$ cat src/rtl/cpu_ctrl_fsm.sv
// Multi-cycle sequencing controller for the lab CPU datapath (Moore outputs only).
// Optional CTRL_INSTR_CNT_EN adds a 16-bit retired-instruction counter output.
module cpu_ctrl_fsm (
  input  logic       clk,
  input  logic       reset,
  input  logic       s,
  input  logic [2:0] opcode,
  input  logic [1:0] op,
  output logic       w,
  output logic [2:0] nsel,
  output logic       loada,
  output logic       loadb,
  output logic       loadc,
  output logic       loads,
  output logic       asel,
  output logic [1:0] vsel,
  output logic       write,
  output logic       err
`ifdef CTRL_INSTR_CNT_EN
  ,
  output logic [15:0] instr_count
`endif
);

  localparam logic [4:0] InstrMovImm = 5'b110_10;
  localparam logic [4:0] InstrMovReg = 5'b110_00;
  localparam logic [4:0] InstrAdd    = 5'b101_00;
  localparam logic [4:0] InstrCmp    = 5'b101_01;
  localparam logic [4:0] InstrAnd    = 5'b101_10;
  localparam logic [4:0] InstrMvn    = 5'b101_11;

  typedef enum logic [2:0] {
    StWait,
    StDecode,
    StGetA,
    StGetB,
    StAlu,
    StStatus,
    StWriteReg,
    StWriteImm
  } state_e;

  state_e     state_q, state_d;
  logic [4:0] instr_q, instr_d;
  logic       accept;

  assign accept = (state_q == StWait) && s;

  always_ff @(posedge clk) begin
    if (reset) begin
      state_q <= StWait;
      instr_q <= 5'b0;
    end else begin
      state_q <= state_d;
      instr_q <= instr_d;
    end
  end

  always_comb begin
    state_d = state_q;
    instr_d = accept ? {opcode, op} : instr_q;
    unique case (state_q)
      StWait:   if (s) state_d = StDecode;
      StDecode: begin
        case (instr_q)
          InstrMovImm:                    state_d = StWriteImm;
          InstrMovReg, InstrMvn:          state_d = StGetB;
          InstrAdd, InstrAnd, InstrCmp:   state_d = StGetA;
          default:                        state_d = StWait;
        endcase
      end
      StGetA:   state_d = StGetB;
      StGetB:   state_d = (instr_q == InstrCmp) ? StStatus : StAlu;
      StAlu:    state_d = StWriteReg;
      StStatus, StWriteReg, StWriteImm: state_d = StWait;
      default:  state_d = StWait;
    endcase
  end

  always_comb begin
    w     = 1'b0;
    nsel  = 3'b000;
    loada = 1'b0;
    loadb = 1'b0;
    loadc = 1'b0;
    loads = 1'b0;
    asel  = 1'b0;
    vsel  = 2'b00;
    write = 1'b0;
    err   = 1'b0;
    unique case (state_q)
      StWait:   w = 1'b1;
      StDecode: begin
        case (instr_q)
          InstrMovImm, InstrMovReg, InstrAdd, InstrCmp, InstrAnd, InstrMvn: err = 1'b0;
          default: err = 1'b1;
        endcase
      end
      StGetA: begin
        nsel  = 3'b100;
        loada = 1'b1;
      end
      StGetB: begin
        nsel  = 3'b001;
        loadb = 1'b1;
      end
      StAlu: begin
        loadc = 1'b1;
        asel  = (instr_q == InstrMovReg);
      end
      StStatus: loads = 1'b1;
      StWriteReg: begin
        nsel  = 3'b010;
        vsel  = 2'b00;
        write = 1'b1;
      end
      StWriteImm: begin
        nsel  = 3'b100;
        vsel  = 2'b10;
        write = 1'b1;
      end
      default: ;
    endcase
  end

`ifdef CTRL_INSTR_CNT_EN
  logic [15:0] instr_cnt_q, instr_cnt_d;
  logic        retire;

  // Only completing states count; the illegal path goes DECODE -> WAIT and is excluded.
  assign retire = (state_q == StStatus) || (state_q == StWriteReg) || (state_q == StWriteImm);

  always_comb begin
    instr_cnt_d = instr_cnt_q;
    if (retire) instr_cnt_d = instr_cnt_q + 16'd1;
  end

  always_ff @(posedge clk) begin
    if (reset) instr_cnt_q <= 16'd0;
    else       instr_cnt_q <= instr_cnt_d;
  end

  assign instr_count = instr_cnt_q;
`endif

endmodule
$ cat config.mk
export PLATFORM = sky130hd
export DESIGN_NAME = cpu_ctrl_fsm
export DESIGN_NICKNAME = d
export VERILOG_FILES = /design/src/rtl/cpu_ctrl_fsm.sv
export SDC_FILE = /design/constraint.sdc
export NUM_CORES = 1
export LEC_CHECK = 0
export ABC_AREA = 1
export CAP_MARGIN = 20
export CORE_AREA = 2 2 39 41
export DETAILED_ROUTE_END_ITERATION = 10
export DIE_AREA = 0 0 41 43
export DONT_BUFFER_PORTS = 1
export PLACE_DENSITY = 0.58
export SYNTH_ARGS = -nofsm -noshare
export SYNTH_HDL_FRONTEND = slang
export SYNTH_SLANG_ARGS = --single-unit
$ cat constraint.sdc
create_clock -name clk -period 1.1 [get_ports clk]
set_input_delay 0.22 -clock clk [delete_from_list [all_inputs] [get_ports clk]]
set_output_delay 0.22 -clock clk [all_outputs]
set_load 0.05 [all_outputs]
==> summary.txt <==
GRT
  – First-pass GRT wire length: 2120 µm
  – Total grt overflow: 0
  – GRT Total Usage: 0.180
  – Initial antenna violation count: 0
  – Largest net degree at the start of global routing: 9
  – Vias in the first global route: 557

STA
  – Period Utilization, post-route: 1.32
  – Peak Freq: 0.688 GHz
  – Setup Skew: 0.00917 ns
  – Crit path time final: 1.45 ns
  – Pins Over Slew Limit: 0
  – Final hold violation count: 0
  – Final setup margin: -0.352 ns
  – Unrepaired setup endpoints after global routing: true
  – Setup-failing EPs final: 16
  – Hold Slack: 0.0155 ns

Outcome
  – Failing checks: setup timing
  – Status: finished with violations

Clock network
  – Skew-Pair Late Insertion Delay: 0.26 ns
  – Clk buf depth: 2
  – Root buffer cell: clkbuf_4
  – Reg clk slew, reported paths: 0.06 ns
  – H-tree Lvls: 1
  – TritonCTS clock tree: done
  – CTS Sinks: 8
  – CTS Buf Count: 3

Power and ir drop
  – Leak pwr: 0.439 nW
  – Maximum VDD drop: 765 µV
  – Pwr/cell area: 745 nW/µm²

Finish
  – Share of cells above drive strength 1: 0.676
  – Layout fillers: 97
  – Ant diodes: 0
  – Area growth, synth to finish: 117%
  – # nets final: 114

Yosys
  – Synth warnings: 0
  – Synth cell count leaders: 15 x nand2_1, 10 x nor2_1, 9 x inv_1, 8 x dfxtp_1, 7 x a21oi_1
  – Post-synth EDFFs: 0
  – Synth Area per Inst: 6.32 µm²
  – Post-synth ARST share: 0
  – Top-area cell type share of the netlist area: 0.342
  – Cell variety after synth: 17
  – Number of synthesized register bits: 8
  – Most frequent cell after synthesis: nand2_1
  – Register area share after synthesis: 0.342
  – Most used DFF post-synth: dfxtp_1
  – Synth area leader: dfxtp_1
  – Syn_nets: 82
  – Mapped Cells: 74
  – Dominant cells by area after synthesis: dfxtp_1 34%, nand2_1 12%, nor2_1 8.0%
  – Netlist Area Pre-Place: 468 µm²

Routing
  – Via Count: 575
  – Vias/cell: 4.75
  – Number of routed nets with antenna violations: 0
  – Routed WL per cell: 11.2 µm
  – # DRC: 0
  – Drt total wl: 1360 µm
  – Pre-antenna DRT Iters: 5
  – First DRT Iteration DRCs: 9

Critical path
  – Flop-to-flop setup slack: -0.11 ns
  – CP Class: register to output pin
  – Crit path required time: 0.88 ns
  – Reg-to-reg endpoint: state_q[0]
  – Reg2reg path depth: 10
  – Reg2reg start: state_q[1]
  – Worst EP arrival: 1.23 ns
  – Critical path launch point type: register
  – Max FO, Critical Path: 2
  – Critical Path Sink Type: output pin

Floorplanning
  – Die area: 1760 µm²
  – Initial core utilization: 0.338
  – IO Pins: 21
  – Die X: 41 µm
  – Core Rows: 14
  – Core area: 1380 µm²
  – Die H: 43 µm

Worst hold path
  – Hold Crit Depth: 1
  – Hold Path Sink: instr_q[3]
  – Hold path start: reset
  – Hold Crit Class: input pin to register

Placement
  – IO buf count: 0
  – Post-DP HPWL: 923 µm
  – Worst slack at placement: -0.0993 ns
  – GP Congestion: 0.719

Job
  – Maxcap violations: 0
flip-flops by register name (all words and copies together), names as in the netlist:
name     count
state_q      3
instr_q      5
final cells by class:
type	instances	area, µm²	share of cell area
clock buffer	4	26.3	0.0259
inverter	13	57.6	0.0567
multi-input combinational	51	395	0.390
sequential	8	173	0.170
tap	16	20.0	0.0197
timing repair buffer	29	343	0.338
report_power, final:
part / internal, W / switching (W) / total, W
logic: 0.0000856 / 0.000109 / 0.000194
registers: 0.000305 / 0.0000162 / 0.000321
clock network: 0.000139 / 0.000102 / 0.000241
layout by cell type (no fill, tap or decap), drive strengths merged:
cell / n
nand4: 1
dlygate4sd3: 1
nand3: 5
inv: 12
clkinvlp: 1
nand2: 16
a21oi: 7
o21ai: 5
buf: 28
nor3: 3
dfxtp: 8
nor2: 13
conb: 1
clkbuf: 4
how the worst max path moves through the flow:
stage                     startpoint    to  slack, ns  depth (start not counted)
after detailed placement  state_q[2]   err       -0.1                          4
after global routing      instr_q[0]  asel      -0.41                          5
after CTS                 instr_q[2]  asel      -0.35                          5
after floorplan           state_q[1]  asel      -0.42                          5
final                     instr_q[2]  asel      -0.35                          5
after global placement    state_q[2]   err      -0.12                          4
metal layers:
metal / vias up / wire [µm] / GRT usage
li1: 292 / - / -
met1: 262 / 467 / 0.177
met2: 19 / 797 / 0.325
met3: 2 / 80 / 0.0576
met4: 0 / 14 / 0.0600
met5: - / 0 / 0
critical path: stages (launching register included):
cell     delay, ns
dfxtp_2       0.32
inv_2         0.06
nand4_1       0.10
buf_4         0.16
nor3_4        0.19
buf_12        0.16
metrics by stage:
step	std cells	util	setup TNS [ns]	cell area (µm²)	power (W)
2_1_floorplan	74	-	-2.38	529	0.000419
3_3_place_gp	110	0.548	-0.304	758	0.000467
3_5_place_dp	110	0.548	-0.384	758	0.000470
4_1_cts	121	0.702	-3.08	971	0.000753
5_1_grt	121	0.733	-4.20	1010	0.000807
6_report	121	0.733	-3.14	1010	0.000756
repair_timing:
action | 4_1_cts | 5_1_grt
gates resized for setup | 35 | 14
buffers inserted | 7 | 1
endpoints found under the hold margin | 0 | 1
pin swaps | 7 | 4
hold buffers | 0 | 1
setup endpoints to repair | 16 | 20
kinds of logic (layout without fill, tap and decap cells):
kind of cell	after synthesis	in the layout	share of synthesized area
buffers and inverters	15	46	0.136
other	1	1	0.00801
DFF	8	8	0.342
AOI/OAI and AO/OA	12	12	0.128
and+or+nand+nor	38	38	0.385
No activity file was read; power rests on OpenSTA's default activity.
